## src/rtl/mem_access_pkg.sv

```systemverilog
// Shared opcodes, funct3 encodings and FSM states for the RV32I memory stage.
// The misalignment helper is only consulted when MEM_MISALIGN_TRAP_EN is defined.
package mem_access_pkg;

  localparam logic [6:0] L_OP = 7'b0000011;
  localparam logic [6:0] S_OP = 7'b0100011;

  localparam logic [2:0] F3_LB  = 3'b000;
  localparam logic [2:0] F3_LH  = 3'b001;
  localparam logic [2:0] F3_LW  = 3'b010;
  localparam logic [2:0] F3_LBU = 3'b100;
  localparam logic [2:0] F3_LHU = 3'b101;
  localparam logic [2:0] F3_SB  = 3'b000;
  localparam logic [2:0] F3_SH  = 3'b001;
  localparam logic [2:0] F3_SW  = 3'b010;

  typedef enum logic [1:0] {
    ST_IDLE = 2'd0,
    ST_WAIT = 2'd1,
    ST_DONE = 2'd2
  } state_e;

  // Halfword needs addr[0] = 0, word needs addr[1:0] = 0; bytes never trap.
  function automatic logic is_misaligned(input logic [2:0] funct3, input logic [1:0] addr_lo);
    case (funct3[1:0])
      2'b01:   return addr_lo[0];
      2'b10:   return addr_lo != 2'b00;
      default: return 1'b0;
    endcase
  endfunction

endpackage

```

## src/rtl/mem_access_align.sv

```systemverilog
// Combinational byte-lane logic: store byte enables / lane replication and
// load byte/halfword extraction with sign or zero extension.
module mem_align import mem_access_pkg::*; #(
  parameter int unsigned XLEN = 32
) (
  input  logic [2:0]      i_funct3,
  input  logic [1:0]      i_addr_lo,
  input  logic [XLEN-1:0] i_store_data,
  input  logic [XLEN-1:0] i_load_word,
  output logic [3:0]      o_be_c,
  output logic [XLEN-1:0] o_wdata_c,
  output logic [XLEN-1:0] o_load_data_c
);

  logic [7:0]  byte_c;
  logic [15:0] half_c;

  always_comb begin
    o_be_c    = 4'b1111;
    o_wdata_c = i_store_data;
    case (i_funct3)
      F3_SB: begin
        o_be_c    = 4'b0001 << i_addr_lo;
        o_wdata_c = XLEN'({4{i_store_data[7:0]}});
      end
      F3_SH: begin
        o_be_c    = 4'b0011 << {i_addr_lo[1], 1'b0};
        o_wdata_c = XLEN'({2{i_store_data[15:0]}});
      end
      default: ;
    endcase
  end

  // Word loads always take lane 0; halfwords only look at addr[1].
  always_comb begin
    byte_c = i_load_word[7:0];
    case (i_addr_lo)
      2'd1:    byte_c = i_load_word[15:8];
      2'd2:    byte_c = i_load_word[23:16];
      2'd3:    byte_c = i_load_word[31:24];
      default: ;
    endcase
    half_c = i_addr_lo[1] ? i_load_word[31:16] : i_load_word[15:0];

    o_load_data_c = i_load_word;
    case (i_funct3)
      F3_LB:   o_load_data_c = {{(XLEN-8){byte_c[7]}}, byte_c};
      F3_LH:   o_load_data_c = {{(XLEN-16){half_c[15]}}, half_c};
      F3_LBU:  o_load_data_c = XLEN'(byte_c);
      F3_LHU:  o_load_data_c = XLEN'(half_c);
      default: ;
    endcase
  end

endmodule

```

## src/rtl/mem_access.sv

```systemverilog
// RV32I memory stage: data-bus handshake FSM with timeout, forwarding and MEM/WB registers.
// Define MEM_MISALIGN_TRAP_EN to turn misaligned halfword/word accesses into bus errors.
module mem_access import mem_access_pkg::*; #(
  parameter int unsigned XLEN        = 32,
  parameter int unsigned BUS_TIMEOUT = 16
) (
  input  logic            i_clk,
  input  logic            i_rst,
  input  logic [6:0]      i_opcode,
  input  logic [2:0]      i_funct3,
  input  logic [XLEN-1:0] i_rs2_data,
  input  logic [4:0]      i_rd_addr,
  input  logic            i_rd_wr_en,
  input  logic [XLEN-1:0] i_alu_result,
  input  logic [XLEN-1:0] i_pc,
  input  logic            i_stall,
  output logic            o_dmem_req,
  output logic            o_dmem_we,
  output logic [XLEN-1:0] o_dmem_addr,
  output logic [XLEN-1:0] o_dmem_wdata,
  output logic [3:0]      o_dmem_be,
  input  logic            i_dmem_gnt,
  input  logic            i_dmem_rvalid,
  input  logic [XLEN-1:0] i_dmem_rdata,
  output logic            o_stall,
  output logic            o_bus_err,
  output logic [XLEN-1:0] o_rd_mem,
  output logic [4:0]      o_rd_addr_mem,
  output logic            o_rd_mem_wr_en,
  output logic [XLEN-1:0] or_rd_data,
  output logic [4:0]      or_rd_addr,
  output logic            or_rd_wr_en,
  output logic [XLEN-1:0] or_pc
);

  localparam int unsigned CNT_W = (BUS_TIMEOUT > 1) ? $clog2(BUS_TIMEOUT) : 1;

  state_e            state_q;
  logic [CNT_W-1:0]  cnt_q;
  logic [XLEN-1:0]   buf_q;
  logic              bus_err_q;
  logic [XLEN-1:0]   rd_data_q, rd_data_d;
  logic [4:0]        rd_addr_q, rd_addr_d;
  logic              rd_wr_en_q, rd_wr_en_d;
  logic [XLEN-1:0]   pc_q, pc_d;

  logic              is_load, is_store, is_mem, misalign_c, stall_c, timeout_hit_c, wr_ok_c;
  logic [XLEN-1:0]   load_ext_c;

  assign is_load  = (i_opcode == L_OP);
  assign is_store = (i_opcode == S_OP);
  assign is_mem   = is_load | is_store;

`ifdef MEM_MISALIGN_TRAP_EN
  assign misalign_c = is_mem & is_misaligned(i_funct3, i_alu_result[1:0]);
`else
  assign misalign_c = 1'b0;
`endif

  assign stall_c       = is_mem & (state_q != ST_DONE);
  assign timeout_hit_c = (BUS_TIMEOUT != 0) && (cnt_q == CNT_W'(BUS_TIMEOUT - 1));
  assign wr_ok_c       = i_rd_wr_en & ~is_store & ~misalign_c;

  mem_align #(.XLEN(XLEN)) u_align (
    .i_funct3      (i_funct3),
    .i_addr_lo     (i_alu_result[1:0]),
    .i_store_data  (i_rs2_data),
    .i_load_word   (buf_q),
    .o_be_c        (o_dmem_be),
    .o_wdata_c     (o_dmem_wdata),
    .o_load_data_c (load_ext_c)
  );

  // Request and stall are gated by reset so they fall immediately, even mid-access.
  assign o_dmem_req     = ~i_rst & is_mem & ~misalign_c & (state_q == ST_IDLE);
  assign o_stall        = ~i_rst & stall_c;
  assign o_dmem_we      = is_store;
  assign o_dmem_addr    = {i_alu_result[XLEN-1:2], 2'b00};
  assign o_bus_err      = bus_err_q;

  assign o_rd_mem       = is_load ? load_ext_c : i_alu_result;
  assign o_rd_addr_mem  = i_rd_addr;
  assign o_rd_mem_wr_en = i_rd_wr_en & (~is_load | (state_q == ST_DONE)) & ~misalign_c;

  assign or_rd_data  = rd_data_q;
  assign or_rd_addr  = rd_addr_q;
  assign or_rd_wr_en = rd_wr_en_q;
  assign or_pc       = pc_q;

  // MEM/WB next values: hold on downstream stall, bubble while the access is pending.
  always_comb begin
    rd_data_d  = rd_data_q;
    rd_addr_d  = rd_addr_q;
    rd_wr_en_d = rd_wr_en_q;
    pc_d       = pc_q;
    if (!i_stall) begin
      if (stall_c) begin
        rd_wr_en_d = 1'b0;
      end else begin
        rd_data_d  = is_load ? load_ext_c : i_alu_result;
        rd_addr_d  = i_rd_addr;
        rd_wr_en_d = wr_ok_c;
        pc_d       = i_pc;
      end
    end
  end

  always_ff @(posedge i_clk or posedge i_rst) begin
    if (i_rst) begin
      state_q    <= ST_IDLE;
      cnt_q      <= '0;
      buf_q      <= '0;
      bus_err_q  <= 1'b0;
      rd_data_q  <= '0;
      rd_addr_q  <= '0;
      rd_wr_en_q <= 1'b0;
      pc_q       <= '0;
    end else begin
      bus_err_q  <= 1'b0;
      rd_data_q  <= rd_data_d;
      rd_addr_q  <= rd_addr_d;
      rd_wr_en_q <= rd_wr_en_d;
      pc_q       <= pc_d;
      case (state_q)
        ST_IDLE: begin
          if (is_mem) begin
            if (misalign_c) begin
              state_q   <= ST_DONE;
              bus_err_q <= 1'b1;
              buf_q     <= '0;
            end else if (i_dmem_gnt) begin
              state_q <= is_store ? ST_DONE : ST_WAIT;
              cnt_q   <= '0;
            end else if (timeout_hit_c) begin
              state_q   <= ST_DONE;
              bus_err_q <= 1'b1;
              buf_q     <= '0;
              cnt_q     <= '0;
            end else begin
              cnt_q <= cnt_q + CNT_W'(1);
            end
          end
        end
        ST_WAIT: begin
          if (i_dmem_rvalid) begin
            buf_q   <= i_dmem_rdata;
            state_q <= ST_DONE;
            cnt_q   <= '0;
          end else if (timeout_hit_c) begin
            state_q   <= ST_DONE;
            bus_err_q <= 1'b1;
            buf_q     <= '0;
            cnt_q     <= '0;
          end else begin
            cnt_q <= cnt_q + CNT_W'(1);
          end
        end
        ST_DONE: begin
          if (!i_stall) state_q <= ST_IDLE;
        end
        default: state_q <= ST_IDLE;
      endcase
    end
  end

endmodule

```

## config.mk

```make
export PLATFORM = sky130hd
export DESIGN_NAME = mem_access
export DESIGN_NICKNAME = d
export VERILOG_FILES = /design/src/rtl/mem_access_pkg.sv /design/src/rtl/mem_access_align.sv /design/src/rtl/mem_access.sv
export SDC_FILE = /design/constraint.sdc
export NUM_CORES = 1
export LEC_CHECK = 0
export ABC_AREA = 1
export CAP_MARGIN = 40
export CORE_MARGIN = 8
export CORE_UTILIZATION = 44
export DETAILED_ROUTE_END_ITERATION = 8
export GPL_ROUTABILITY_DRIVEN = 0
export PLACE_DENSITY = 0.95
export RECOVER_POWER = 50
export SYNTH_ARGS = -nofsm -noshare
export SYNTH_HDL_FRONTEND = slang
export SYNTH_SLANG_ARGS = --single-unit
export TNS_END_PERCENT = 50
```

## constraint.sdc

```tcl
create_clock -name i_clk -period 4.9 [get_ports i_clk]
set_input_delay 0.49 -clock i_clk [delete_from_list [all_inputs] [get_ports i_clk]]
set_output_delay 0.49 -clock i_clk [all_outputs]
set_load 0.05 [all_outputs]
```

==> results of run 1 <==
Yosys cell counts (7+ instances only):
library cell and number:
buf_6 8, buf_4 48, or2_1 8, dfrtp_1 109
or2_2 10, nand2_1 454, nor2_1 42, mux2_2 7
o21ai_0 26, nand3_1 55, a21oi_1 17, inv_1 77
buf_2 24
cell usage in the layout, fill, tap and decap left out, drive strengths merged, types with 7 or more instances in the layout:
cell	instances
clkdlybuf4s50	253
nand2	460
a21oi	17
mux2	7
nand3	58
dfrtp	109
inv	84
or2	18
nor2	50
dlygate4sd3	73
clkbuf	10
o21ai	29
final timing paths:
check	from	to	slack [ns]	cells past startpoint
max	i_opcode[6]	o_rd_mem[22]	0.91	11
min in group asynchronous	i_rst	state_q[1]	0.80	2
min	or_pc[28]	or_pc[28]	0.47	2
min reg2reg	or_pc[28]	or_pc[28]	0.47	2
max in group asynchronous	i_rst	buf_q[28]	1.53	3
max reg2reg	state_q[1]	or_pc[14]	1.32	7
sequential cells by signal (all words and copies together) (netlist names):
| name | count |
|---|---|
| or_rd_data | 32 |
| or_rd_wr_en | 1 |
| state_q | 2 |
| o_bus_err | 1 |
| or_rd_addr | 5 |
| buf_q | 32 |
| cnt_q | 4 |
| or_pc | 32 |
metal layers:
| layer | GRT usage | up-vias |
|---|---|---|
| met1 | 0.2824 | 3253 |
| met3 | 0.05726 | 58 |
| met4 | 0.1026 | 0 |
| li1 | - | 3329 |
| met5 | 0 | - |
| met2 | 0.4687 | 334 |
final cells by class:
type                            count  area [µm²]  share of cell area
Timing Repair Buffer              332        3352              0.3441
Clock inverter                      7       58.81            0.006037
Sequential cell                   109        2728              0.2800
Inverter                           85       322.8             0.03314
Clock buffer                        9       225.2             0.02312
Tap cell                          184       230.2             0.02364
Multi-Input combinational cell    657        2824              0.2899
stage by stage:
step	hold slack, ns	setup WS [ns]	cell area (µm²)	total power [mW]
after floorplan	0.4419	1.536	6484	2.164
after global placement	0.4530	1.142	9412	2.632
after detailed placement	0.4572	1.025	9482	2.684
after CTS	0.4767	1.025	9766	3.404
after global routing	0.4875	0.6306	9741	3.559
final	0.4693	0.9066	9741	3.360
tightest hold or removal path, stage by stage (launching register included):
cell and delay (ns):
dfrtp_1 0.34, nand2_1 0.05, nand2_1 0.05
power by group through the flow:
| stage | Sequential (mW) | Clock [mW] | Combinational, mW |
|---|---|---|---|
| 2_1_floorplan | 1.43 | 0 | 0.733 |
| 3_3_place_gp | 1.29 | 0 | 1.34 |
| 3_5_place_dp | 1.30 | 0 | 1.38 |
| 4_1_cts | 1.29 | 0.722 | 1.39 |
| 5_1_grt | 1.32 | 0.756 | 1.48 |
| 6_report | 1.29 | 0.702 | 1.37 |
kinds of logic after synthesis:
kind of cell | Yosys count | synth area share
mux | 7 | 0.01217
other cells | 1 | 0.0005787
simple gates | 594 | 0.3794
flops | 109 | 0.4209
buf+inv | 171 | 0.1413
fa+ha+maj | 1 | 0.001931
compound gates | 53 | 0.04364
==> qor.yml, run 1 <==
outcome:
  outcome: "complete, but fails checks"
  violations: "max-capacitance violations, max-slew violations"
yosys:
  synth.avg_cell_area_um2: 6.923
  synth_top_cell_by_area: "dfrtp_1"
  synthesis.area_mm2: 0.006480
  yosys_warnings: 0
  synth-main-ff-cell: "dfrtp_1"
  synth_edf_count: 0
  async_flop_share: 1.000
  ys_ff_latch: 109
  seq_area_frac_synth: 0.4209
  netlist_instances: 936
  ys_types: 37
  synth_top_cell_area_share: 0.4209
  synth_area_leaders: "dfrtp_1 42%, nand2_1 26%, buf_4 5.6%"
timing:
  max_freq_mhz: 250.4
  rsz0062_at_grt: "no"
  period_minus_slack_ns: 3.993
  finalSetupTns_ns: 0
  period_share: 0.8150
  setup_viol_count_final: 0
  skew_ns: 0.007539
  drv_slew: 112
  worst_pin_slew_ns: 2.433
  finalHoldViolCount: 0
  maxSlewHeadroom: -0.6310
floorplan:
  coreArea_mm2: 0.01448
  die_area_mm2: 0.01887
  start_util: 0.4475
  io_pins: 329
  fp.dieW_um: 137.4
  dieHeight_um: 137.4
  rows: 44
cells_and_area:
  nNetsFinal: 1344
  final_cells: 1383
  area_delta_synth_final_pct: 50.32
  n_fill_cell: 1183
  diodes: 0
  layout-drive-gt1-share: 0.05254
  utilization: 0.6727
worst_setup_path:
  path_buf_inv: 5
  worstPathArrival_ns: 3.50
  critPathMaxStageDelay_ns: 0.69
  crit_family: "buffers and inverters"
  end_kind: "output pin"
  crit_top_cell: "nand2_1"
  crit_slowest_cell: "clkdlybuf4s50_1"
  worstSetupPathType: "in2out"
  crit_path_start_kind: "input port"
  crit_required_ns: 4.41
  path_max_fanout: 26
  worstPathCellList: "dlygate4sd3_1 -> inv_1 -> nand2_1 -> nor2_1 -> nand2_1 -> buf_4 -> nor2_1 -> nand3_1 -> nand2_1 -> inv_1 -> clkdlybuf4s50_1"
clock_network:
  clkLatencyLatePin_ns: 0.35
  cts_buffers: 9
  clockBufferDepth: 2
  cts_hold_buf: 0
  cts.htree.levels: 3
  cts_root_buf: "clkbuf_16"
  cts-resized-gates: 0
  clock-sinks: 109
  path_clk_slew_ns: 0.07
  postCtsSetupBuffers: 0
  cts_tree: "yes"
power_and_ir_drop:
  peakVddDrop_v: 0.0002598
  p_per_area_mw_per_mm2: 345.0
  p_int_mw: 1.928
  p_seq_frac: 0.384
  leakage_nw: 5.028
  combPwrFrac: 0.407
  switchingPower_mw: 1.432
  p_clk_frac: 0.209
  swShare: 0.4261
detailed_routing:
  top_layer: "met4"
  wl_met1_um: 9191
  drc_errors: 0
  wire_per_inst_um: 17.89
  detail-route-antenna-nets: 0
  drt_iter0_markers: 417
  num_vias: 6974
  first_pass_iters: 5
  routed_wl_um: 24740
  wl_met3_um: 1988
  vias_per_cell: 5.043
  wl_met2_um: 12650
global_routing:
  grt_pass1_wl_um: 37320
  overflow: 0
  grt_pass1_vias: 6939
  antenna_found_initial: 0
  grt_max_degree: 70
  grt_util_all_layers: 0.2568
placed_design:
  portBuffers: 326
  place_inst: 1367
  dp_hpwl_um: 19580
worst_hold_path:
  hp-class: "reg2reg"
flow_run:
  maxCapViolCount: 2
Power figures use the tool's default switching activity.
==> run 2, diff against run 1 <==
--- a/config.mk
+++ b/config.mk
@@ -8,10 +8,10 @@
 export ABC_AREA = 1
 export CAP_MARGIN = 40
 export CORE_MARGIN = 8
-export CORE_UTILIZATION = 44
+export CORE_UTILIZATION = 41
 export DETAILED_ROUTE_END_ITERATION = 8
 export GPL_ROUTABILITY_DRIVEN = 0
-export PLACE_DENSITY = 0.95
+export PLACE_DENSITY = 0.91
 export RECOVER_POWER = 50
 export SYNTH_ARGS = -nofsm -noshare
 export SYNTH_HDL_FRONTEND = slang
==> constraint.sdc (replaced) <==
create_clock -name i_clk -period 4.05 [get_ports i_clk]
set_input_delay 0.405 -clock i_clk [delete_from_list [all_inputs] [get_ports i_clk]]
set_output_delay 0.405 -clock i_clk [all_outputs]
set_load 0.05 [all_outputs]
==> qor.yml, run 2 (synthesized netlist as in run 1, its figures left out) <==
outcome:
  outcome: "complete, but fails checks"
  violations: "max-capacitance violations, max-slew violations"
timing:
  rsz0062_at_grt: "no"
  worst_pin_slew_ns: 2.094
  finalSetupTns_ns: 0
  max_freq_mhz: 303.2
  finalHoldViolCount: 0
  period_minus_slack_ns: 3.298
  whs_ns: 0.4652
  drv_slew: 118
  period_share: 0.8143
  skew_ns: 0.006511
  setup_viol_count_final: 0
  maxSlewHeadroom: -0.3960
floorplan:
  rows: 46
  coreArea_mm2: 0.01566
  io_pins: 329
  die_area_mm2: 0.02008
  start_util: 0.4139
  dieHeight_um: 141.7
  fp.dieW_um: 141.7
power_and_ir_drop:
  peakVddDrop_v: 0.0003021
  p_per_area_mw_per_mm2: 413.3
  leakage_nw: 5.179
  power_mw: 4.124
detailed_routing:
  detail-route-antenna-nets: 0
  wire_per_inst_um: 16.62
  drt_iter0_markers: 364
  vias_per_cell: 4.803
  routed_wl_um: 23550
  drc_errors: 0
  first_pass_iters: 5
  num_vias: 6806
clock_network:
  clkLatencyLatePin_ns: 0.35
  cts.htree.levels: 3
  clock-sinks: 109
  path_clk_slew_ns: 0.07
  postCtsSetupBuffers: 0
  cts_root_buf: "clkbuf_16"
  cts_tree: "yes"
  cts-resized-gates: 0
  cts_hold_buf: 0
  cts_buffers: 9
  clockBufferDepth: 2
worst_setup_path:
  worstSetupPathType: "in2out"
  crit_path_start_kind: "input port"
  end_kind: "output pin"
  regToRegSetupSlack_ns: 1.04
  path_max_fanout: 18
  crit_required_ns: 3.64
  worstPathArrival_ns: 2.89
global_routing:
  grt_util_all_layers: 0.2306
  grtUsageMet2: 0.4079
  grt_pass1_wl_um: 36290
  antenna_found_initial: 0
  grt-busiest-layer: "met2"
  grt_pass1_vias: 6832
  grt.met1_usage: 0.2566
  grt_max_degree: 70
  overflow: 0
  use_met3: 0.06620
worst_hold_path:
  hp-class: "reg2reg"
placed_design:
  dpl-instance-area_mm2: 0.009704
  dp_hpwl_um: 18700
  portBuffers: 326
cells_and_area:
  diodes: 0
  final_common_cell: "nand2_1"
  regArea_mm2: 0.002728
  final_cell_mix: "454 x nand2_1, 213 x clkdlybuf4s50_1, 109 x dfrtp_1"
  n_fill_cell: 1333
  final_area_mm2: 0.009978
  layout-drive-gt1-share: 0.08326
  utilization: 0.6374
  nNetsFinal: 1346
  area_delta_synth_final_pct: 53.99
  multi_input_comb_area_mm2: 0.002818
flow_run:
  maxCapViolCount: 2
[run 2: cell types whose count changed in the layout (fill, tap and decap cells not counted), sizes merged]
cell	change
bufinv	+1
clkinvlp	-1
inv	+1
clkdlybuf4s50	-40
buf	+35
clkinv	-2
clkbuf	+2
dlygate4sd3	+6
[run 2: per-layer routing]
metal | vias up | share of wire
met5 | - | 0
met4 | 0 | 0.030
met1 | 3150 | 0.38
li1 | 3334 | -
met2 | 275 | 0.51
met3 | 47 | 0.080
[run 2: layout make-up]
class,instances,share of cell area
sequential,109,0.2734
clock buffer,10,0.02395
inverter,85,0.03223
timing repair buffer,334,0.3541
tap,216,0.02708
clock inverter,6,0.006897
multi-input combinational,657,0.2824
[run 2: power by group]
part / switching (mW) / internal (mW)
clock: 0.413 / 0.501
combinational: 1.07 / 0.588
sequential: 0.219 / 1.34
[run 2: path summary, 6_finish.rpt]
| check | cells after the start | to | from |
|---|---|---|---|
| max | 8 | o_rd_mem[7] | i_opcode[0] |
| min | 2 | or_pc[4] | or_pc[4] |
| max reg2reg | 7 | or_rd_addr[3] | state_q[1] |
| min reg2reg | 2 | or_pc[4] | or_pc[4] |
| max in group asynchronous | 3 | buf_q[30] | i_rst |
| min in group asynchronous | 2 | state_q[1] | i_rst |
[run 2: worst max-delay path, cell delays in order]
cell and delay (ns):
dlygate4sd3_1 0.54, nand2_1 0.07, nor2_1 0.13, nand2_1 0.46, nor2_1 0.23, nand2_1 0.11
nand2_1 0.10, clkdlybuf4s50_1 0.83
[run 2: through the flow]
stage,setup slack [ns],cells
finish,0.7520,1417
CTS,0.8092,1417
detailed placement,0.8255,1401
floorplan,0.7711,937
global route,0.4146,1417
global placement,0.8919,1401
